## src/rtl/dynamic_lighting_pkg.sv

```systemverilog
// rtl/dynamic_lighting_pkg.sv - scan states, board default ratio and index-width helper
package dynamic_lighting_pkg;

    typedef enum logic [1:0] {
        ST_WAIT  = 2'd0,  // after reset, nothing scanned yet
        ST_BLANK = 2'd1,  // anti-ghosting gap, all anodes off
        ST_SHOW  = 2'd2   // selected digit driven
    } scan_state_t;

    // 1 kHz scan strobe from the 40 MHz board clock
    localparam int DEFAULT_DIV_40MHZ = 40000;

    function automatic int idx_width(input int digits);
        return (digits > 1) ? $clog2(digits) : 1;
    endfunction

endpackage

```

## src/rtl/ce_prescaler.sv

```systemverilog
// rtl/ce_prescaler.sv - runtime-loadable clock-enable divider with minimum-ratio clamp
//   clk, reset      : clock, asynchronous active-high reset
//   div_load        : load div_value as the new ratio and restart the count
//   div_value       : requested ratio (clk cycles per ce_out)
//   ce_out          : one-cycle strobe on the terminal count
module ce_prescaler #(
    parameter int DIV_WIDTH   = 16,
    parameter int DEFAULT_DIV = 40000,
    parameter int MIN_DIV     = 4
) (
    input  logic                 clk,
    input  logic                 reset,
    input  logic                 div_load,
    input  logic [DIV_WIDTH-1:0] div_value,
    output logic                 ce_out
);

    localparam logic [DIV_WIDTH-1:0] DIV_RST = DIV_WIDTH'(DEFAULT_DIV);
    localparam logic [DIV_WIDTH-1:0] DIV_MIN = DIV_WIDTH'(MIN_DIV);
    localparam logic [DIV_WIDTH-1:0] ONE     = DIV_WIDTH'(1);

    logic [DIV_WIDTH-1:0] count;
    logic [DIV_WIDTH-1:0] div;
    logic                 terminal;

    assign terminal = (count == div - ONE);
    // A load in the terminal cycle restarts the count, so that strobe is dropped.
    assign ce_out   = terminal && !div_load;

    always_ff @(posedge clk or posedge reset) begin
        if (reset) begin
            count <= '0;
            div   <= DIV_RST;
        end else if (div_load) begin
            // Floor keeps the ratio long enough for the blank gap plus one shown cycle.
            div   <= (div_value < DIV_MIN) ? DIV_MIN : div_value;
            count <= '0;
        end else if (terminal) begin
            count <= '0;
        end else begin
            count <= count + ONE;
        end
    end

endmodule

```

## src/rtl/dynamic_lighting_scanner.sv

```systemverilog
// rtl/dynamic_lighting_scanner.sv - multiplexed 7-seg scanner with blanking, digit skip and frame flag
//   clk, reset      : clock, asynchronous active-high reset
//   div_load        : load div_value as scan prescaler ratio
//   div_value       : clk cycles per scan strobe
//   digit_en        : per-digit enable, bit i = digit i
//   seg_in          : segment data, digit i = seg_in[i*SEG_WIDTH +: SEG_WIDTH]
//   ce_out          : one-cycle scan strobe
//   anode           : digit drive, polarity from ANODE_ACTIVE_LOW
//   seg_out         : segments of the shown digit, 0 while blank
//   digit_idx       : currently selected digit
//   frame_end       : pulses with the strobe that wraps the scan
module dynamic_lighting_scanner
    import dynamic_lighting_pkg::*;
#(
    parameter int DIGITS           = 4,
    parameter int DIV_WIDTH        = 16,
    parameter int DEFAULT_DIV      = DEFAULT_DIV_40MHZ,
    parameter int BLANK_CYCLES     = 2,
    parameter int SEG_WIDTH        = 8,
    parameter int ANODE_ACTIVE_LOW = 1,
    localparam int IDX_W           = idx_width(DIGITS)
) (
    input  logic                        clk,
    input  logic                        reset,
    input  logic                        div_load,
    input  logic [DIV_WIDTH-1:0]        div_value,
    input  logic [DIGITS-1:0]           digit_en,
    input  logic [DIGITS*SEG_WIDTH-1:0] seg_in,
    output logic                        ce_out,
    output logic [DIGITS-1:0]           anode,
    output logic [SEG_WIDTH-1:0]        seg_out,
    output logic [IDX_W-1:0]            digit_idx,
    output logic                        frame_end
);

    localparam logic              ACT_LOW   = (ANODE_ACTIVE_LOW != 0);
    localparam logic [DIGITS-1:0] ANODE_OFF = {DIGITS{ACT_LOW}};
    localparam int                BCNT_W    = (BLANK_CYCLES > 1) ? $clog2(BLANK_CYCLES) : 1;

    scan_state_t       state, state_n;
    logic [BCNT_W-1:0] bcnt, bcnt_n;
    logic [IDX_W-1:0]  idx_n;
    logic [IDX_W-1:0]  nxt;
    logic [IDX_W-1:0]  cand;
    logic              found;
    logic              ce;

    ce_prescaler #(
        .DIV_WIDTH   (DIV_WIDTH),
        .DEFAULT_DIV (DEFAULT_DIV),
        .MIN_DIV     (BLANK_CYCLES + 2)
    ) u_prescaler (
        .clk       (clk),
        .reset     (reset),
        .div_load  (div_load),
        .div_value (div_value),
        .ce_out    (ce)
    );

    assign ce_out = ce;

    // Circular search for the next enabled digit. Candidates run from the
    // current index + 1 round to the current index itself; out of WAIT the
    // base is DIGITS-1 so the search starts at digit 0. Walking k downwards
    // lets the nearest hit overwrite the farther ones.
    always_comb begin : search
        int base;
        found = 1'b0;
        nxt   = '0;
        cand  = '0;
        base  = (state == ST_WAIT) ? DIGITS - 1 : int'(digit_idx);
        for (int k = DIGITS; k >= 1; k--) begin
            cand = IDX_W'((base + k) % DIGITS);
            if (digit_en[cand]) begin
                found = 1'b1;
                nxt   = cand;
            end
        end
    end

    // Wrap means the search came back round to an index at or below the
    // current one; with a single enabled digit that is every strobe.
    assign frame_end = ce && (state != ST_WAIT) && found && (nxt <= digit_idx);

    always_comb begin : next_state
        state_n = state;
        bcnt_n  = bcnt;
        idx_n   = digit_idx;
        if (ce) begin
            bcnt_n  = '0;
            state_n = ST_BLANK;
            if (found) begin
                idx_n = nxt;
                if (BLANK_CYCLES == 0) begin
                    state_n = ST_SHOW;
                end
            end
        end else if (state == ST_BLANK) begin
            if (int'(bcnt) + 1 >= BLANK_CYCLES) begin
                state_n = ST_SHOW;
            end else begin
                bcnt_n = bcnt + BCNT_W'(1);
            end
        end
    end

    always_ff @(posedge clk or posedge reset) begin
        if (reset) begin
            state     <= ST_WAIT;
            bcnt      <= '0;
            digit_idx <= '0;
        end else begin
            state     <= state_n;
            bcnt      <= bcnt_n;
            digit_idx <= idx_n;
        end
    end

    // Pins are registered from the next-state view so the old digit drops
    // one cycle after the strobe and the new one lights BLANK_CYCLES+1 after.
    always_ff @(posedge clk or posedge reset) begin
        if (reset) begin
            anode   <= ANODE_OFF;
            seg_out <= '0;
        end else if (state_n == ST_SHOW && digit_en[idx_n]) begin
            anode   <= ANODE_OFF ^ (DIGITS'(1) << idx_n);
            seg_out <= seg_in[idx_n*SEG_WIDTH +: SEG_WIDTH];
        end else begin
            anode   <= ANODE_OFF;
            seg_out <= '0;
        end
    end

endmodule

```

## config.mk

```make
export PLATFORM = sky130hd
export DESIGN_NAME = dynamic_lighting_scanner
export DESIGN_NICKNAME = d
export VERILOG_FILES = /design/src/rtl/dynamic_lighting_pkg.sv /design/src/rtl/ce_prescaler.sv /design/src/rtl/dynamic_lighting_scanner.sv
export SDC_FILE = /design/constraint.sdc
export NUM_CORES = 1
export LEC_CHECK = 0
export ABC_AREA = 0
export BUFFER_PORTS_ARGS = -buffer_cell sky130_fd_sc_hd__buf_2
export CAP_MARGIN = 20
export CORE_UTILIZATION = 44
export CTS_BUF_LIST = sky130_fd_sc_hd__clkbuf_8 sky130_fd_sc_hd__clkbuf_16
export DETAILED_ROUTE_END_ITERATION = 16
export HOLD_SLACK_MARGIN = 0.08
export PLACE_DENSITY_LB_ADDON = 0.2
export SLEW_MARGIN = 20
export SYNTH_ARGS = -nofsm -noshare
export SYNTH_HDL_FRONTEND = slang
export SYNTH_SLANG_ARGS = --single-unit
```

## constraint.sdc

```tcl
create_clock -name clk -period 4.09 [get_ports clk]
set_clock_uncertainty 0.2 [all_clocks]
set_input_delay 0.2045 -clock clk [delete_from_list [all_inputs] [get_ports clk]]
set_output_delay 0.2045 -clock clk [all_outputs]
set_load 0.01 [all_outputs]
```

==> results of run 1 <==
power breakdown:
| part | switching (uW) | internal [uW] | total (uW) |
|---|---|---|---|
| combinational | 93.1 | 107 | 200 |
| clock | 153 | 133 | 286 |
| sequential | 29.7 | 514 | 544 |
per-layer routing:
metal	vias to the layer above	share of wire [%]	track usage (%)
met1	1274	44	25.20
met3	7	5.3	3.696
met4	0	1.1	5.239
met5	-	0	0
li1	1335	-	-
met2	77	49	36.58
final cells by class:
cell class | instances | area [sq um] | share of cell area, %
Inverter | 16 | 61.31 | 1.569
Tap cell | 77 | 96.34 | 2.465
Multi-Input combinational cell | 238 | 1650 | 42.22
Clock inverter | 2 | 7.507 | 0.1921
Sequential cell | 49 | 1237 | 31.66
Timing Repair Buffer | 113 | 773.2 | 19.78
Clock buffer | 6 | 82.58 | 2.113
final timing paths:
path                                       to  cells after the start                from  slack, ps
max                                  anode[0]                     12  u_prescaler.div[0]        260
min                                seg_out[4]                      3          seg_in[12]         90
max reg2reg                          anode[0]                     12  u_prescaler.div[0]        260
min reg2reg                          state[1]                      2            state[1]        340
max in group asynchronous  u_prescaler.div[2]                      3               reset       2790
min in group asynchronous          seg_out[2]                      3               reset        370
sequential cells by signal, indices dropped and copies added, names as in the netlist:
signal,count
digit_idx,2
state,2
bcnt,1
seg_out,8
u_prescaler.count,16
u_prescaler.div,16
anode,4
placed cells by master (no fill, tap or decap), types with 2 or more instances in the layout:
| master | n |
|---|---|
| a211oi_2 | 6 |
| a21oi_1 | 11 |
| a221o_1 | 2 |
| a22oi_1 | 5 |
| and3_1 | 5 |
| buf_2 | 70 |
| buf_4 | 7 |
| clkbuf_8 | 6 |
| dfrtp_1 | 40 |
| dfstp_2 | 9 |
| dlygate4sd3_1 | 35 |
| ha_1 | 3 |
| inv_1 | 14 |
| inv_2 | 3 |
| mux2_2 | 14 |
| mux2_4 | 3 |
| mux2i_1 | 7 |
| nand2_1 | 23 |
| nand2b_1 | 4 |
| nand3_1 | 20 |
| nand4_1 | 4 |
| nand4b_1 | 2 |
| nor2_1 | 36 |
| nor3_1 | 3 |
| nor4_1 | 9 |
| nor4b_1 | 2 |
| o211ai_1 | 3 |
| o21ai_0 | 10 |
| o21ai_1 | 3 |
| o22ai_1 | 2 |
| or3_1 | 3 |
| or4_1 | 2 |
| xnor2_1 | 23 |
| xor2_1 | 14 |
cells in the mapped netlist (7+ instances only):
cell      number  area (sq um)
a21oi_1       11         55.05
dfstp_2        9         236.5
inv_1         13         48.80
nor2_1        36         135.1
nor4_1         9         56.30
xor2_1        14         122.6
clkbuf_1       8         30.03
xnor2_1       23         201.4
o21ai_0       10         50.05
nand3_1       20         100.1
nand2_1       23         86.33
mux2i_1        7         70.07
dfrtp_1       40          1001
mux2_2        14         157.7
kinds of logic (layout without fill, tap and decap cells):
group                      after synthesis  count (layout)  synth area share, %
DFF                                     49              49                40.77
AOI/OAI and AO/OA                       50              50                11.75
buffers and inverters                   30             137                4.946
adders and majority gates                4               4                1.649
and+or+nand+nor                        122             122                20.49
muxes                                   25              25                9.728
xor gates and xnor gates                37              37                10.68
worst max-delay path: cells and delay by family (launching register included):
family	cells	cell delay, ps
simple gates	7	2110
fa+ha+maj	1	220
flops	1	440
compound gates	2	490
buf+inv	2	280
repair_timing:
action | 4_1_cts | 5_1_grt
hold endpoints to repair | 63 | 0
buffers inserted | 0 | 1
resized for setup | 0 | 1
setup endpoints to repair | 0 | 6
hold buffers | 35 | 0
metrics by stage:
step	hold WS, ps	worst slack (ps)
final	85.68	257.6
after global routing	110.9	36.82
after CTS	84.40	126.8
after detailed placement	224.4	152.3
after global placement	231.7	245.8
after floorplan	121.3	366.9
==> impl_metrics.csv, run 1 <==
group,metric,value,unit
outcome,status,"finished clean",
synthesis,syn_nets,376,
global_route,grt.overflow.total,0,
worst_setup_path,required,4110,ps
synthesis,ys_warn_count,0,
synthesis,synth_edf_count,0,
die,die_h,85.06,um
cells_and_area,fin_nets,482,
cells_and_area,diodes,0,
drt,drt_iter0_drc,74,
placement,gp_congestion,0.8679,
die,core_area,0.006495,sq mm
cts,clk_latency,300,ps
global_route,grt_antenna_before_repair,0,
placement,dp.cells,457,
cells_and_area,layoutNonFillerInstCount,501,
global_route,grt_pass1_vias,2616,
die,die_w,85.06,um
sta,hold_violations,0,
worst_setup_path,worstPathCellList,"inv_1 > ha_2 > or4b_4 > or4_1 > nand3_1 > nand4_1 > or4_4 > nand3_1 > o31ai_2 > a221o_1 > buf_4 > nand2b_1",
synthesis,ys_seq_area_share,40.77,%
power_and_ir_drop,power_density,263.5,mW/mm^2
die,io_pins,71,
power_and_ir_drop,ir_worst_vdd,164.6,uV
placement,hpwl,4943,um
cts,cts_tree,"built",
cts,path_clk_slew,90,ps
worst_setup_path,worstPathMaxFanout,12,
sta,fin_crit_sh,93.70,%
worst_setup_path,cp.arrival,3850,ps
drt,drt-pass1-iter-count,4,
worst_setup_path,worst_path_largest_cell_delay,620,ps
worst_setup_path,crit_slowest_cell,"or4_4",
drt,ant_nets,0,
cts,clk_path_buf_depth,2,
die,start_util,46.73,%
worst_setup_path,cp-end-kind,"flip-flop",
placement,io_buffers,70,
synthesis,synth_cells,317,
drt,totalWireLength,6949,um
run,drv_cap,0,
sta,setup_viol,0,
worst_setup_path,critPathMostFrequentCell,"nand3_1",
worst_setup_path,crit_type,"flip-flop to flip-flop",
cts,cts-root-buf,"clkbuf_8",
synthesis,syn_avg_cell_area,9.575,sq um
sta,slew_headroom,45.08,%
sta,tns,0,ps
cells_and_area,final_area,0.003909,sq mm
synthesis,synthDistinctLibCells,53,
global_route,grt_usage,20.37,%
power_and_ir_drop,p_total,1030,uW
cts,cts_sinks,49,
synthesis,yosys_register_bits,49,
cells_and_area,fin_util,60.18,%
synthesis,syn-cell-area,0.003035,sq mm
sta,drv_slew,0,
global_route,grt_pass1_wl,11790,um
sta,max_freq,0.2609,GHz
drt,wl_per_cell,13.87,um
sta,rsz0062_at_grt,"false",
cts,cts_inserted_buffers,5,
cts,htreeDepth,2,
cells_and_area,drive_gt1_share,29.72,%
cells_and_area,area_delta_synth_final,28.77,%
global_route,grt_max_degree,50,
drt,vias,2693,
worst_setup_path,start_kind,"flip-flop",
sta,period_needed,3832,ps
synthesis,ys.flop_type,"dfrtp_1",
placement,placed_area,0.003445,sq mm
power_and_ir_drop,leakage,0.001788,uW
die,rows,29,
cells_and_area,fill_cells,548,
synthesis,async_reset_ff_share,100.0,%
die,die-area,0.007235,sq mm
min_path,hp-class,"input pin to flip-flop",
sta,tightestPinTransition,823.8,ps
drt,drcViolationCount,0,
drt,vias_per_cell,5.375,
Power figures use the tool's default switching activity.
==> run 2: changes to the inputs <==
--- a/config.mk
+++ b/config.mk
@@ -5,14 +5,16 @@
 export SDC_FILE = /design/constraint.sdc
 export NUM_CORES = 1
 export LEC_CHECK = 0
-export ABC_AREA = 0
+export ABC_AREA = 1
 export BUFFER_PORTS_ARGS = -buffer_cell sky130_fd_sc_hd__buf_2
 export CAP_MARGIN = 20
+export CORE_MARGIN = 3
 export CORE_UTILIZATION = 44
 export CTS_BUF_LIST = sky130_fd_sc_hd__clkbuf_8 sky130_fd_sc_hd__clkbuf_16
 export DETAILED_ROUTE_END_ITERATION = 16
 export HOLD_SLACK_MARGIN = 0.08
 export PLACE_DENSITY_LB_ADDON = 0.2
+export RECOVER_POWER = 50
 export SLEW_MARGIN = 20
 export SYNTH_ARGS = -nofsm -noshare
 export SYNTH_HDL_FRONTEND = slang
==> run 2 against run 1 <==
The flow now finishes with violations (capacitance limit, slew limit). Design area rose by 19%. First-iteration DRC count rose by 92%. Highest routed layer unchanged. Synthesized cell count rose by 63%. Total power rose by 22%. Area after synthesis rose by 22%.
==> impl_metrics.csv, run 2 <==
group,metric,value,unit
sta,tns,0,ps
synthesis,ys.flop_type,"dfrtp_1",
sta,fin_crit_sh,93.36,%
synthesis,yosysTopAreaCellShare,27.06,%
cts,htreeDepth,2,
sta,period_needed,3819,ps
cts,cts_setup_buffers,0,
global_route,grt_pass1_vias,3662,
outcome,status,"finished with violations",
synthesis,async_reset_ff_share,100.0,%
placement,hpwl,7333,um
cells_and_area,fin_nets,687,
synthesis,synth.most_common_cell,"nand2_1",
run,drv_cap,1,
global_route,grt_antenna_before_repair,0,
die,die_w,97.69,um
die,die_h,97.69,um
cts,clk_path_buf_depth,2,
sta,hold_violations,0,
worst_setup_path,worst-path-buf-inv,3,
synthesis,synth_top_family_by_area,"simple AND/OR/NAND/NOR gates",
synthesis,yosys.area_share.xor_xnor,6.157,%
drt,drt-pass1-iter-count,5,
drt,drt_iter0_drc,142,
cts,cts_inserted_buffers,5,
worst_setup_path,cp-end-kind,"flip-flop",
sta,slew_headroom,-46.43,%
power_and_ir_drop,leakage,0.002369,uW
synthesis,syn_nets,575,
worst_setup_path,crit_slowest_cell,"dlygate4sd3_1",
worst_setup_path,worstPathCellList,"nor2_2 > nand2_2 > nor2_8 > nand3b_1 > nand2_1 > nand2_2 > nor2_8 > nand2_4 > nor2_2 > nand3_2 > nand2_8 > inv_4 > nand3_1 > nand2_1 > dlygate4sd3_1 > nor2_1 > dlygate4sd3_1 > nor2_1",
worst_setup_path,cp_top_family,"simple AND/OR/NAND/NOR gates",
die,start_util,46.65,%
cts,path_clk_slew,100,ps
drt,totalWireLength,10070,um
synthesis,synth-simple-area-share,46.41,%
worst_setup_path,worstPathMaxFanout,20,
cells_and_area,area_delta_synth_final,25.95,%
synthesis,synthMuxAreaShare,0,%
synthesis,synthDistinctLibCells,42,
worst_setup_path,crit_type,"flip-flop to flip-flop",
placement,io_buffers,70,
global_route,grt_pass1_wl,16900,um
outcome,violations,"capacitance limit, slew limit",
drt,drcViolationCount,0,
synthesis,ys_seq_area_share,33.46,%
drt,vias,3747,
synthesis,synth_edf_count,0,
cells_and_area,fill_cells,745,
cells_and_area,layoutNonFillerInstCount,731,
sta,drv_slew,50,
global_route,grt.overflow.total,0,
worst_setup_path,start_kind,"flip-flop",
power_and_ir_drop,p_total,1255,uW
cells_and_area,top_regs,"u_prescaler.count: 16 flops, u_prescaler.div: 16 flops, seg_out: 8 flops",
cts,clk_latency,320,ps
cells_and_area,drive_gt1_share,18.92,%
synthesis,syn_avg_cell_area,7.168,sq um
drt,vias_per_cell,5.126,
power_and_ir_drop,ir_worst_vdd,166.3,uV
cells_and_area,multi_input_area,0.002161,sq mm
synthesis,synth_top_area_cell,"dfrtp_1",
drt,wl_per_cell,13.78,um
placement,pre_cts_ws,1218,ps
cells_and_area,final_cell_mix,"160 x nand2_1, 59 x nor2_1, 54 x buf_2, 51 x inv_1",
sta,rsz0062_at_grt,"false",
synthesis,ys_top_cells_by_area,"dfrtp_1 27%, nand2_1 16%, dfstp_2 6.4%, nand3_1 6.1%, nor2_1 6.0%",
sta,setup_ws,271.5,ps
synthesis,ys_warn_count,0,
sta,tightestPinTransition,2184,ps
placement,dp.cells,678,
cts,cts_tree,"built",
global_route,grt_usage,21.46,%
placement,gp_congestion,0.9260,
synthesis,syn-cell-area,0.003699,sq mm
synthesis,synth_fa_ha_area_share,1.353,%
worst_setup_path,cp.arrival,3840,ps
power_and_ir_drop,power_density,269.4,mW/mm^2
synthesis,synth-compound-area-share,3.992,%
cts,cts-root-buf,"clkbuf_8",
global_route,grt_max_degree,50,
sta,max_freq,0.2619,GHz
synthesis,synth_cells,516,
worst_setup_path,worst_path_largest_cell_delay,580,ps
worst_setup_path,required,4110,ps
synthesis,yosys_register_bits,49,
sta,whs,182.5,ps
synthesis,ys_top_cells_by_count,"160 x nand2_1, 59 x nor2_1, 52 x inv_1, 45 x nand3_1, 40 x dfrtp_1",
die,core_area,0.007928,sq mm
die,io_pins,71,
drt,ant_nets,0,
cts,cts_sinks,49,
sta,setup_viol,0,
die,die-area,0.009542,sq mm
cells_and_area,final_common_cell,"nand2_1",
die,rows,32,
cells_and_area,regArea,0.001237,sq mm
min_path,hp-class,"input pin to flip-flop",
cells_and_area,diodes,0,
-- run 2: cell count changes in the layout (fill, tap and decap cells not counted), moves of 10 or more --
cell	before	now
nand2_1	23	160
inv_1	14	51
nand3_1	20	45
nor2_1	36	59
clkbuf_1	0	17
buf_2	70	54
mux2_2	14	0
nand4_1	4	18
nand2_2	0	12
xnor2_1	23	11
dlygate4sd3_1	35	45
-- run 2: area by class of cell --
type	count	area share, %
Sequential cell	49	26.56
Multi-Input combinational cell	399	46.39
Tap cell	102	2.740
Timing Repair Buffer	117	17.00
Inverter	56	4.647
Clock buffer	6	1.773
Clock inverter	2	0.8864
-- run 2: stage by stage --
step / area [sq um] / utilization [%]
after global placement: 4085 / 51.53
after global routing: 4658 / 58.76
final: 4658 / 58.76
after floorplan: 3699 / -
after detailed placement: 4085 / 51.53
after CTS: 4659 / 58.78
-- run 2: per-layer routing --
metal	vias to the layer above	GRT usage (%)	share of wire [%]
li1	1881	-	-
met1	1729	28.01	44
met2	114	35.95	49
met3	23	4.020	5.4
met4	0	6.709	2.3
met5	-	0	0
-- run 2: timing repair --
| action | in CTS | in global routing |
|---|---|---|
| hold buffers | 45 | 0 |
| endpoints found under the hold margin | 64 | 0 |
| endpoints found under the setup margin | 0 | 6 |
| resized for setup | 0 | 5 |
-- run 2: path summary, 6_finish.rpt --
path,startpoint,cells past startpoint,slack (ps),endpoint
setup / recovery,u_prescaler.div[5],18,270,seg_out[3]
hold / removal,digit_en[2],6,180,anode[2]
setup reg to reg,u_prescaler.div[5],18,270,seg_out[3]
hold reg to reg,u_prescaler.div[15],2,280,u_prescaler.div[15]
max in group asynchronous,reset,3,1900,u_prescaler.div[2]
min in group asynchronous,reset,3,800,seg_out[5]
-- run 2: report_power, final --
group / leakage, uW / switching [uW] / internal, uW / total, uW
Combinational: 0.00170 / 190 / 137 / 326
Clock: 0.0000633 / 181 / 203 / 384
Sequential: 0.000603 / 29.6 / 514 / 544
-- run 2: cell families after synthesis --
kind of cell | after synthesis
flip-flops | 49
AND/OR/NAND/NOR | 343
AO/OA/AOI/OAI | 26
buffers and inverters | 68
XOR/XNOR | 26
adder cells (fa/ha/maj) | 4
-- run 2: worst register-to-register path: cells and delay by family (launching register included) --
kind / cells / cell delay, ps
AND/OR/NAND/NOR: 15 / 1790
flip-flops: 1 / 490
buffers and inverters: 3 / 1230
